--- config.mk ---
export PLATFORM = sky130hd
export DESIGN_NAME = missile_ctl
export DESIGN_NICKNAME = d
export VERILOG_FILES = /design/src/rtl/missile_ctl.sv
export SDC_FILE = /design/constraint.sdc
export NUM_CORES = 1
export LEC_CHECK = 0
export BUFFER_PORTS_ARGS = -buffer_cell sky130_fd_sc_hd__buf_2
export CAP_MARGIN = 0
export CELL_PAD_IN_SITES_DETAIL_PLACEMENT = 0
export CELL_PAD_IN_SITES_GLOBAL_PLACEMENT = 1
export CORE_MARGIN = 2
export CORE_UTILIZATION = 39
export CTS_CLUSTER_DIAMETER = 100
export DETAILED_ROUTE_END_ITERATION = 8
export PLACE_DENSITY_LB_ADDON = 0.05
export SLEW_MARGIN = 25
export SYNTH_ARGS = -nofsm -noshare
export SYNTH_HDL_FRONTEND = slang
export SYNTH_SLANG_ARGS = --single-unit
--- constraint.sdc ---
create_clock -name pclk -period 3 [get_ports pclk]
set_input_delay 0.3 -clock pclk [delete_from_list [all_inputs] [get_ports pclk]]
set_output_delay 0.3 -clock pclk [all_outputs]
set_load 0.02 [all_outputs]
--- src/rtl/missile_ctl.sv ---
// Missile game logic: launches from the ship on fire, climbs SPEED px per frame, cooldown after exit/hit.
// Latency: launch and hit take effect one pclk after the triggering input; outputs are registered.
// No backpressure: free-running, inputs sampled every cycle; fire edges outside IDLE are dropped.
// Optional build macro MISSILE_CTL_AUTOFIRE_EN: launch on fire level instead of fire rising edge.
module missile_ctl #(
    parameter int unsigned SPEED           = 8,
    parameter int unsigned MISSILE_H       = 20,
    parameter int unsigned COOLDOWN_FRAMES = 4
) (
    input  logic        pclk,
    input  logic        rst_n,
    input  logic        fire,
    input  logic [10:0] ship_xpos,
    input  logic [10:0] ship_ypos,
    input  logic        vsync_in,
    input  logic        hit,
    output logic [10:0] xpos,
    output logic [10:0] ypos,
    output logic        on,
    output logic        shot
);

    localparam logic [10:0] SPEED_W     = 11'(SPEED);
    localparam logic [10:0] MISSILE_H_W = 11'(MISSILE_H);
    localparam logic [3:0]  COOLDOWN_W  = 4'(COOLDOWN_FRAMES);

    typedef enum logic [1:0] {
        ST_IDLE,
        ST_FLY,
        ST_COOLDOWN
    } state_t;

    state_t      state_q, state_d;
    logic [10:0] xpos_q, xpos_d;
    logic [10:0] ypos_q, ypos_d;
    logic        on_q, on_d;
    logic        shot_q, shot_d;
    logic [3:0]  cnt_q, cnt_d;
    logic        vsync_q;
    logic        fire_q;

    logic        frame_tick;
    logic        fire_edge;
    logic        launch;

    assign frame_tick = vsync_in & ~vsync_q;
    assign fire_edge  = fire & ~fire_q;

`ifdef MISSILE_CTL_AUTOFIRE_EN
    // Held fire relaunches as soon as the cooldown lets go.
    assign launch = fire;
`else
    // A fresh press is needed for every launch.
    assign launch = fire_edge;
`endif

    // Edge-detect history, sampled every cycle regardless of state.
    always_ff @(posedge pclk or negedge rst_n) begin
        if (!rst_n) begin
            vsync_q <= 1'b0;
            fire_q  <= 1'b0;
        end else begin
            vsync_q <= vsync_in;
            fire_q  <= fire;
        end
    end

    // State and output registers.
    always_ff @(posedge pclk or negedge rst_n) begin
        if (!rst_n) begin
            state_q <= ST_IDLE;
            xpos_q  <= '0;
            ypos_q  <= '0;
            on_q    <= 1'b0;
            shot_q  <= 1'b0;
            cnt_q   <= '0;
        end else begin
            state_q <= state_d;
            xpos_q  <= xpos_d;
            ypos_q  <= ypos_d;
            on_q    <= on_d;
            shot_q  <= shot_d;
            cnt_q   <= cnt_d;
        end
    end

    // Next-state logic: launch, flight with hit priority over the frame step, cooldown countdown.
    always_comb begin
        state_d = state_q;
        xpos_d  = xpos_q;
        ypos_d  = ypos_q;
        on_d    = on_q;
        shot_d  = 1'b0;
        cnt_d   = cnt_q;
        unique case (state_q)
            ST_IDLE: begin
                on_d = 1'b0;
                if (launch) begin
                    xpos_d  = ship_xpos;
                    // Clamp at the top edge rather than wrapping the 11-bit subtract.
                    ypos_d  = (ship_ypos >= MISSILE_H_W) ? (ship_ypos - MISSILE_H_W) : 11'd0;
                    on_d    = 1'b1;
                    shot_d  = 1'b1;
                    state_d = ST_FLY;
                end
            end
            ST_FLY: begin
                if (hit) begin
                    on_d    = 1'b0;
                    cnt_d   = COOLDOWN_W;
                    state_d = ST_COOLDOWN;
                end else if (frame_tick) begin
                    if (ypos_q >= SPEED_W) begin
                        ypos_d = ypos_q - SPEED_W;
                    end else begin
                        // Left the top of the screen; ypos keeps its last value.
                        on_d    = 1'b0;
                        cnt_d   = COOLDOWN_W;
                        state_d = ST_COOLDOWN;
                    end
                end
            end
            ST_COOLDOWN: begin
                on_d = 1'b0;
                if (frame_tick) begin
                    // A zero count cannot occur here, but treat it as expired rather than wrapping.
                    if (cnt_q <= 4'd1) begin
                        cnt_d   = 4'd0;
                        state_d = ST_IDLE;
                    end else begin
                        cnt_d = cnt_q - 4'd1;
                    end
                end
            end
            default: begin
                on_d    = 1'b0;
                cnt_d   = 4'd0;
                state_d = ST_IDLE;
            end
        endcase
    end

    assign xpos = xpos_q;
    assign ypos = ypos_q;
    assign on   = on_q;
    assign shot = shot_q;

endmodule

==> results of run 1 <==
==> worst max-delay path by stage <==
stage / from / to / slack [ps] / depth (start not counted)
final: ypos[3]$_DFFE_PN0P_ / ypos[7]$_DFFE_PN0P_ / 660 / 7
after global routing: ypos[3]$_DFFE_PN0P_ / ypos[7]$_DFFE_PN0P_ / 510 / 7
after CTS: ypos[3]$_DFFE_PN0P_ / ypos[7]$_DFFE_PN0P_ / 640 / 7
after detailed placement: ypos[3]$_DFFE_PN0P_ / ypos[7]$_DFFE_PN0P_ / 640 / 7
after global placement: ypos[3]$_DFFE_PN0P_ / ypos[7]$_DFFE_PN0P_ / 700 / 7
after floorplan: ypos[3]$_DFFE_PN0P_ / ypos[7]$_DFFE_PN0P_ / 690 / 7
==> synthesized netlist by cell type, drive strengths merged <==
cell	number	area share (%)
o22a	2	1.0
clkbuf	3	0.60
a221o	3	1.7
o311ai	1	0.47
a21boi	1	0.40
o2bb2ai	1	0.47
o211ai	3	1.2
nor2	13	2.6
or3	3	1.0
and4b	1	0.53
or4	2	1.1
o21ai	14	4.3
buf	1	0.20
o22ai	2	0.67
mux2	4	2.4
and3	1	0.33
xnor2	3	1.4
nand4bb	1	0.60
nand3	4	1.1
or4b	1	0.53
a22o	2	0.94
nand2	39	7.8
xor2	2	0.94
nand2b	2	0.67
o21a	2	0.80
a21oi	5	1.3
o41ai	2	0.94
or2	2	0.67
nor4	5	2.5
a31oi	1	0.33
inv	16	3.2
ha	8	5.3
o221ai	1	0.47
nor3	3	0.80
nor2b	5	1.7
a211oi	1	0.40
a31o	1	0.47
o21ba	1	0.53
nor3b	1	0.40
o31ai	5	2.0
o21bai	1	0.40
nand3b	1	0.40
o221a	1	0.60
or3b	2	1.1
dfrtp	32	43
==> metrics by stage <==
stage	hold slack, ps	power [mW]	util [%]	std cells
global placement	413	1.83	46.9	308
floorplan	4.41	1.48	-	205
finish	61.9	2.23	49.2	316
detailed placement	398	1.83	46.9	308
global route	123	2.41	49.2	316
CTS	83.8	2.25	49.2	316
==> critical path: stages (launching register included) <==
cell and delay, ps:
dfrtp_1 440, inv_1 80, ha_1 160, or3b_4 420
or4_4 450, o21ai_4 240, o21ai_1 100, a221o_1 340
==> power groups by stage <==
stage / combinational (mW) / sequential (mW) / clock, mW
final: 1.03 / 0.781 / 0.414
after floorplan: 0.551 / 0.925 / 0
after detailed placement: 1.04 / 0.788 / 0
after CTS: 1.05 / 0.781 / 0.428
after global placement: 1.04 / 0.784 / 0
after global routing: 1.15 / 0.813 / 0.449
==> placed cells by master, fill, tap and decap left out, drive strengths merged, types with 4 or more instances in the layout <==
| master | instances |
|---|---|
| buf | 53 |
| nand2 | 39 |
| dfrtp | 32 |
| inv | 16 |
| o21ai | 14 |
| nor2 | 13 |
| ha | 8 |
| nor2b | 5 |
| a21oi | 5 |
| o31ai | 5 |
| clkbuf | 5 |
| nor4 | 5 |
| mux2 | 4 |
| nand3 | 4 |
==> metal layers <==
metal | up-vias | part of all wire [%] | GRT usage [%]
li1 | 844 | - | -
met1 | 783 | 47 | 24.1
met2 | 40 | 47 | 30.2
met3 | 8 | 3.9 | 4.25
met4 | 0 | 2.1 | 7.47
met5 | - | 0 | 0
==> layout make-up <==
type                            count  area [µm²]  area share [%]
Multi-Input combinational cell    153         997            43.2
Sequential cell                    32         801            34.7
Timing Repair Buffer               53         273            11.8
Clock buffer                        5        68.8            2.98
Tap cell                           54        67.6            2.93
Inverter                           16        60.1            2.60
Clock inverter                      3        42.5            1.84
==> cells by family after synthesis <==
| family | count (synthesis) | share of synthesized area (%) |
|---|---|---|
| buffers and inverters | 20 | 4.01 |
| XOR/XNOR | 5 | 2.34 |
| multiplexers | 4 | 2.40 |
| AO/OA/AOI/OAI | 50 | 19.4 |
| adder cells (fa/ha/maj) | 8 | 5.34 |
| AND/OR/NAND/NOR | 86 | 23.7 |
| flip-flops | 32 | 42.8 |
==> flip-flops by register name, indices dropped and copies added, names as in the netlist <==
signal,cells
on,1
state_q,2
ypos,11
shot,1
vsync_q,1
cnt_q,4
fire_q,1
xpos,11
==> impl_metrics.toml, run 1 <==
[sta]
finalClockSkew_ps = 5.61
finalWorstSetupSlack_ps = 664
setup_violations = 0
fin_tns_setup_ps = 0
tightest_slew_ps = 816
period_needed_ps = 2340
max-slew-margin-rel_pct = 45.0
maxSlewViolCount = 0
finalCritPeriodShare_pct = 77.9
rsz0062_at_grt = "false"
max_clock_freq_mhz = 428
finalHoldViolations = 0

[hold_path]
hold_path_class = "primary input to asynchronous set/reset pin"

[die]
core_area_um2 = 4690
initial_utilization_pct = 39.9
fp-row-count = 25
io_pins = 51
dieArea_um2 = 5370
die_x_um = 73.3
fp.dieH_um = 73.3

[outcome]
status = "complete, no violations"

[clocking]
ctsResizeCount = 0
hold_buffers = 0
cts_made_buffers = 5
post_cts_buffers = 0
clkTransAtPathRegs_ps = 70
htreeDepth = 2
clockBufferDepth = 2
clockRootBuffer = "clkbuf_8"
cts.sinks = 32
clock_latency_ps = 280
tritoncts = "done"

[power_and_ir_drop]
cellPowerDensity_nw_per_um2 = 964
seqPwrFrac_pct = 35.1
p_sw_mw = 0.964
swShare_pct = 43.3
vdd_drop_max_uv = 307
p_clk_share_pct = 18.6
p_leak_nw = 1.13
p_int_mw = 1.26
power_frac_comb_pct = 46.3

[setup_path]
worstPathArrival_ps = 2510
critPathLaunchType = "flop"
worst-endpoint-required_ps = 3170
r2r-end = "ypos[7]$_DFFE_PN0P_"
end_kind = "flop"
reg2reg_slack_ps = 660
crit_path_max_fanout = 7
r2r_start = "ypos[3]$_DFFE_PN0P_"
crit_type = "flop to flop"
reg2reg_depth = 7

[placed_design]
dp_slack_ps = 645
gp_congestion = 0.735
dp_hpwl_mm = 3.43
post_dp_cell_area_um2 = 2200
port_buffers = 50

[global_route]
antenna_found_initial = 0
grt_max_degree = 33
grt_use_total_pct = 18.6
grt_overflow = 0
grt_pass1_vias = 1629
grt_first_pass_wirelength_mm = 7.65

[synthesis]
ys_types = 52
ys_warn_count = 0
syn_nets = 240
netlist_area_um2 = 1870
ys_ff_latch = 32
yosysSeqAreaShare_pct = 42.8
syn_avg_cell_area_um2 = 9.14
synthCells = 205

[layout]
fin_nets = 296
n_fill_cell = 479
diodes = 0
layout-drive-gt1-share_pct = 29.8
area.growth.synth_to_final_pct = 23.3
final_area_um2 = 2310

[routing]
viasPerCell = 5.30
postRouteAntennaNets = 0
drt_iter0_markers = 76
dr.pass1.iters = 4
route.detailed.drc = 0
wire_per_inst_um = 14.3
drt_wl_total_mm = 4.51
num_vias = 1675

[job]
cap_violations = 0
No activity file was read; power rests on OpenSTA's default activity.
==> inputs of run 2 (changes only) <==
==> constraint.sdc (replaced) <==
create_clock -name pclk -period 2.2 [get_ports pclk]
set_input_delay 0.22 -clock pclk [delete_from_list [all_inputs] [get_ports pclk]]
set_output_delay 0.22 -clock pclk [all_outputs]
set_load 0.02 [all_outputs]
==> run 2 against run 1 <==
Net effect: the run now ends with negative hold slack, negative setup slack left; worst setup slack lost 690 ps; cell area grew 8.6%; clock power grew 40%; critical path depth grew 1; first-iteration DRC count shrank 21%; via count grew 3.9%; wire length grew 7.4%; sequential share of layout area shrank 2.6 points; maximum frequency grew 5.0%.
==> impl_metrics.toml, run 2 (same netlist as run 1, synthesis figures left out) <==
[outcome]
status = "complete, but fails checks"
violations = "negative hold slack, negative setup slack"

[setup_path]
reg2reg_depth = 8
critPathBufInv = 2
crit_path_max_fanout = 4
crit_type = "flop to flop"
cp_slowest_cell = "or4_4"
end_kind = "flop"
worstPathArrival_ps = 2400
worst-endpoint-required_ps = 2380
critPathLaunchType = "flop"
cp_top_family = "simple AND/OR/NAND/NOR gates"
path_depth = 8
critPathMaxStageDelay_ps = 440
crit_chain = "inv_2, ha_4, or3b_4, or4_4, buf_6, o21ai_4, o21ai_1, a221o_1"

[routing]
route.detailed.drc = 0
viasPerCell = 5.14
num_vias = 1741
drt_iter0_markers = 60
dr.pass1.iters = 4
postRouteAntennaNets = 0
wire_per_inst_um = 14.3
drt_wl_total_mm = 4.84

[sta]
max_clock_freq_mhz = 450
period_needed_ps = 2220
rsz0062_at_grt = "true"
max-slew-margin-rel_pct = 44.5
whs_ps = -14.3
fin_tns_setup_ps = -39.1
finalHoldViolations = 24
setup_violations = 3
maxSlewViolCount = 0
finalWorstSetupSlack_ps = -24.3
finalCritPeriodShare_pct = 101
finalClockSkew_ps = 7.86
tightest_slew_ps = 824

[layout]
n_fill_cell = 447
final_common_cell = "buf_2"
final_cells = 339
fin_nets = 319
area.growth.synth_to_final_pct = 33.9
final_core_util_pct = 53.4
diodes = 0
final_cell_mix = "50 x buf_2, 39 x nand2_1, 30 x dfrtp_1, 25 x buf_4, 14 x inv_1"
layout-drive-gt1-share_pct = 37.5

[placed_design]
port_buffers = 50
place_inst = 330
dp_hpwl_mm = 3.65
gp_congestion = 0.857

[clocking]
hold_buffers = 0
tritoncts = "done"
clockBufferDepth = 2
clock_latency_ps = 290
cts.sinks = 32
cts_made_buffers = 5
htreeDepth = 2
clockRootBuffer = "clkbuf_8"
clkTransAtPathRegs_ps = 80

[die]
fp-row-count = 25
die_x_um = 73.3
initial_utilization_pct = 39.9
dieArea_um2 = 5370
core_area_um2 = 4690
io_pins = 51
fp.dieH_um = 73.3

[global_route]
grt-busiest-layer = "met2"
grt_first_pass_wirelength_mm = 7.85
grt_use_total_pct = 19.0
grt_max_degree = 33
grt_overflow = 0
grtUsageMet2_pct = 32.3
antenna_found_initial = 0
grt_pass1_vias = 1692
met3_usage_pct = 4.12
use_met1_pct = 23.8

[job]
cap_violations = 0

[power_and_ir_drop]
vdd_drop_max_uv = 480
p_leak_nw = 1.24
cellPowerDensity_nw_per_um2 = 1330

[hold_path]
hold_path_class = "primary input to asynchronous set/reset pin"
[run 2: cell count changes in the layout (fill, tap and decap cells not counted), moves of 2 or more]
cell and delta:
inv_2 +2, buf_4 +22, dfrtp_1 -2, dfrtp_2 +2, inv_1 -2
[run 2: cell type report]
cell class / count / area (µm²) / share of cell area [%]
Clock inverter: 3 / 42.5 / 1.70
Multi-Input combinational cell: 153 / 1020 / 40.5
Tap cell: 54 / 67.6 / 2.69
Inverter: 16 / 60.1 / 2.40
Timing Repair Buffer: 76 / 449 / 17.9
Sequential cell: 32 / 803 / 32.0
Clock buffer: 5 / 68.8 / 2.74
[run 2: repair_timing]
action / CTS / global route
endpoints found under the setup margin: 3 / 11
resized for setup: 1 / 6
setup buffers: 0 / 1
pin swaps: 2 / 2
[run 2: final timing paths]
check / slack [ps] / to / from
max: -20 / ypos[7]$_DFFE_PN0P_ / ypos[3]$_DFFE_PN0P_
min: -10 / ypos[7]$_DFFE_PN0P_ / rst_n
max reg2reg: -20 / ypos[7]$_DFFE_PN0P_ / ypos[3]$_DFFE_PN0P_
min reg2reg: 470 / xpos[4]$_DFFE_PN0P_ / xpos[4]$_DFFE_PN0P_
max in group asynchronous: 1690 / ypos[4]$_DFFE_PN0P_ / rst_n
min in group pclk: 60 / fire_q$_DFF_PN0_ / fire
[run 2: per-layer routing]
| metal | up-vias | share of wire [%] |
|---|---|---|
| met5 | - | 0 |
| met4 | 0 | 1.6 |
| met3 | 6 | 2.8 |
| met2 | 35 | 49 |
| met1 | 813 | 47 |
| li1 | 887 | - |
[run 2: per-stage QoR]
stage	total power [mW]	setup WS [ps]	hold slack [ps]	area, µm²
4_1_cts	3.30	-49.5	23.0	2480
6_report	3.33	-24.3	-14.3	2510
3_5_place_dp	2.71	-49.9	342	2370
2_1_floorplan	2.02	-45.4	-75.6	1880
5_1_grt	3.58	-91.7	40.8	2510
3_3_place_gp	2.70	-9.66	328	2370
[run 2: power breakdown]
part           switching (mW)  internal (mW)  leakage, nW
registers               0.154          0.827        0.397
clock network           0.244          0.335       0.0541
logic                   0.996          0.773        0.792
total                    1.39           1.94         1.24
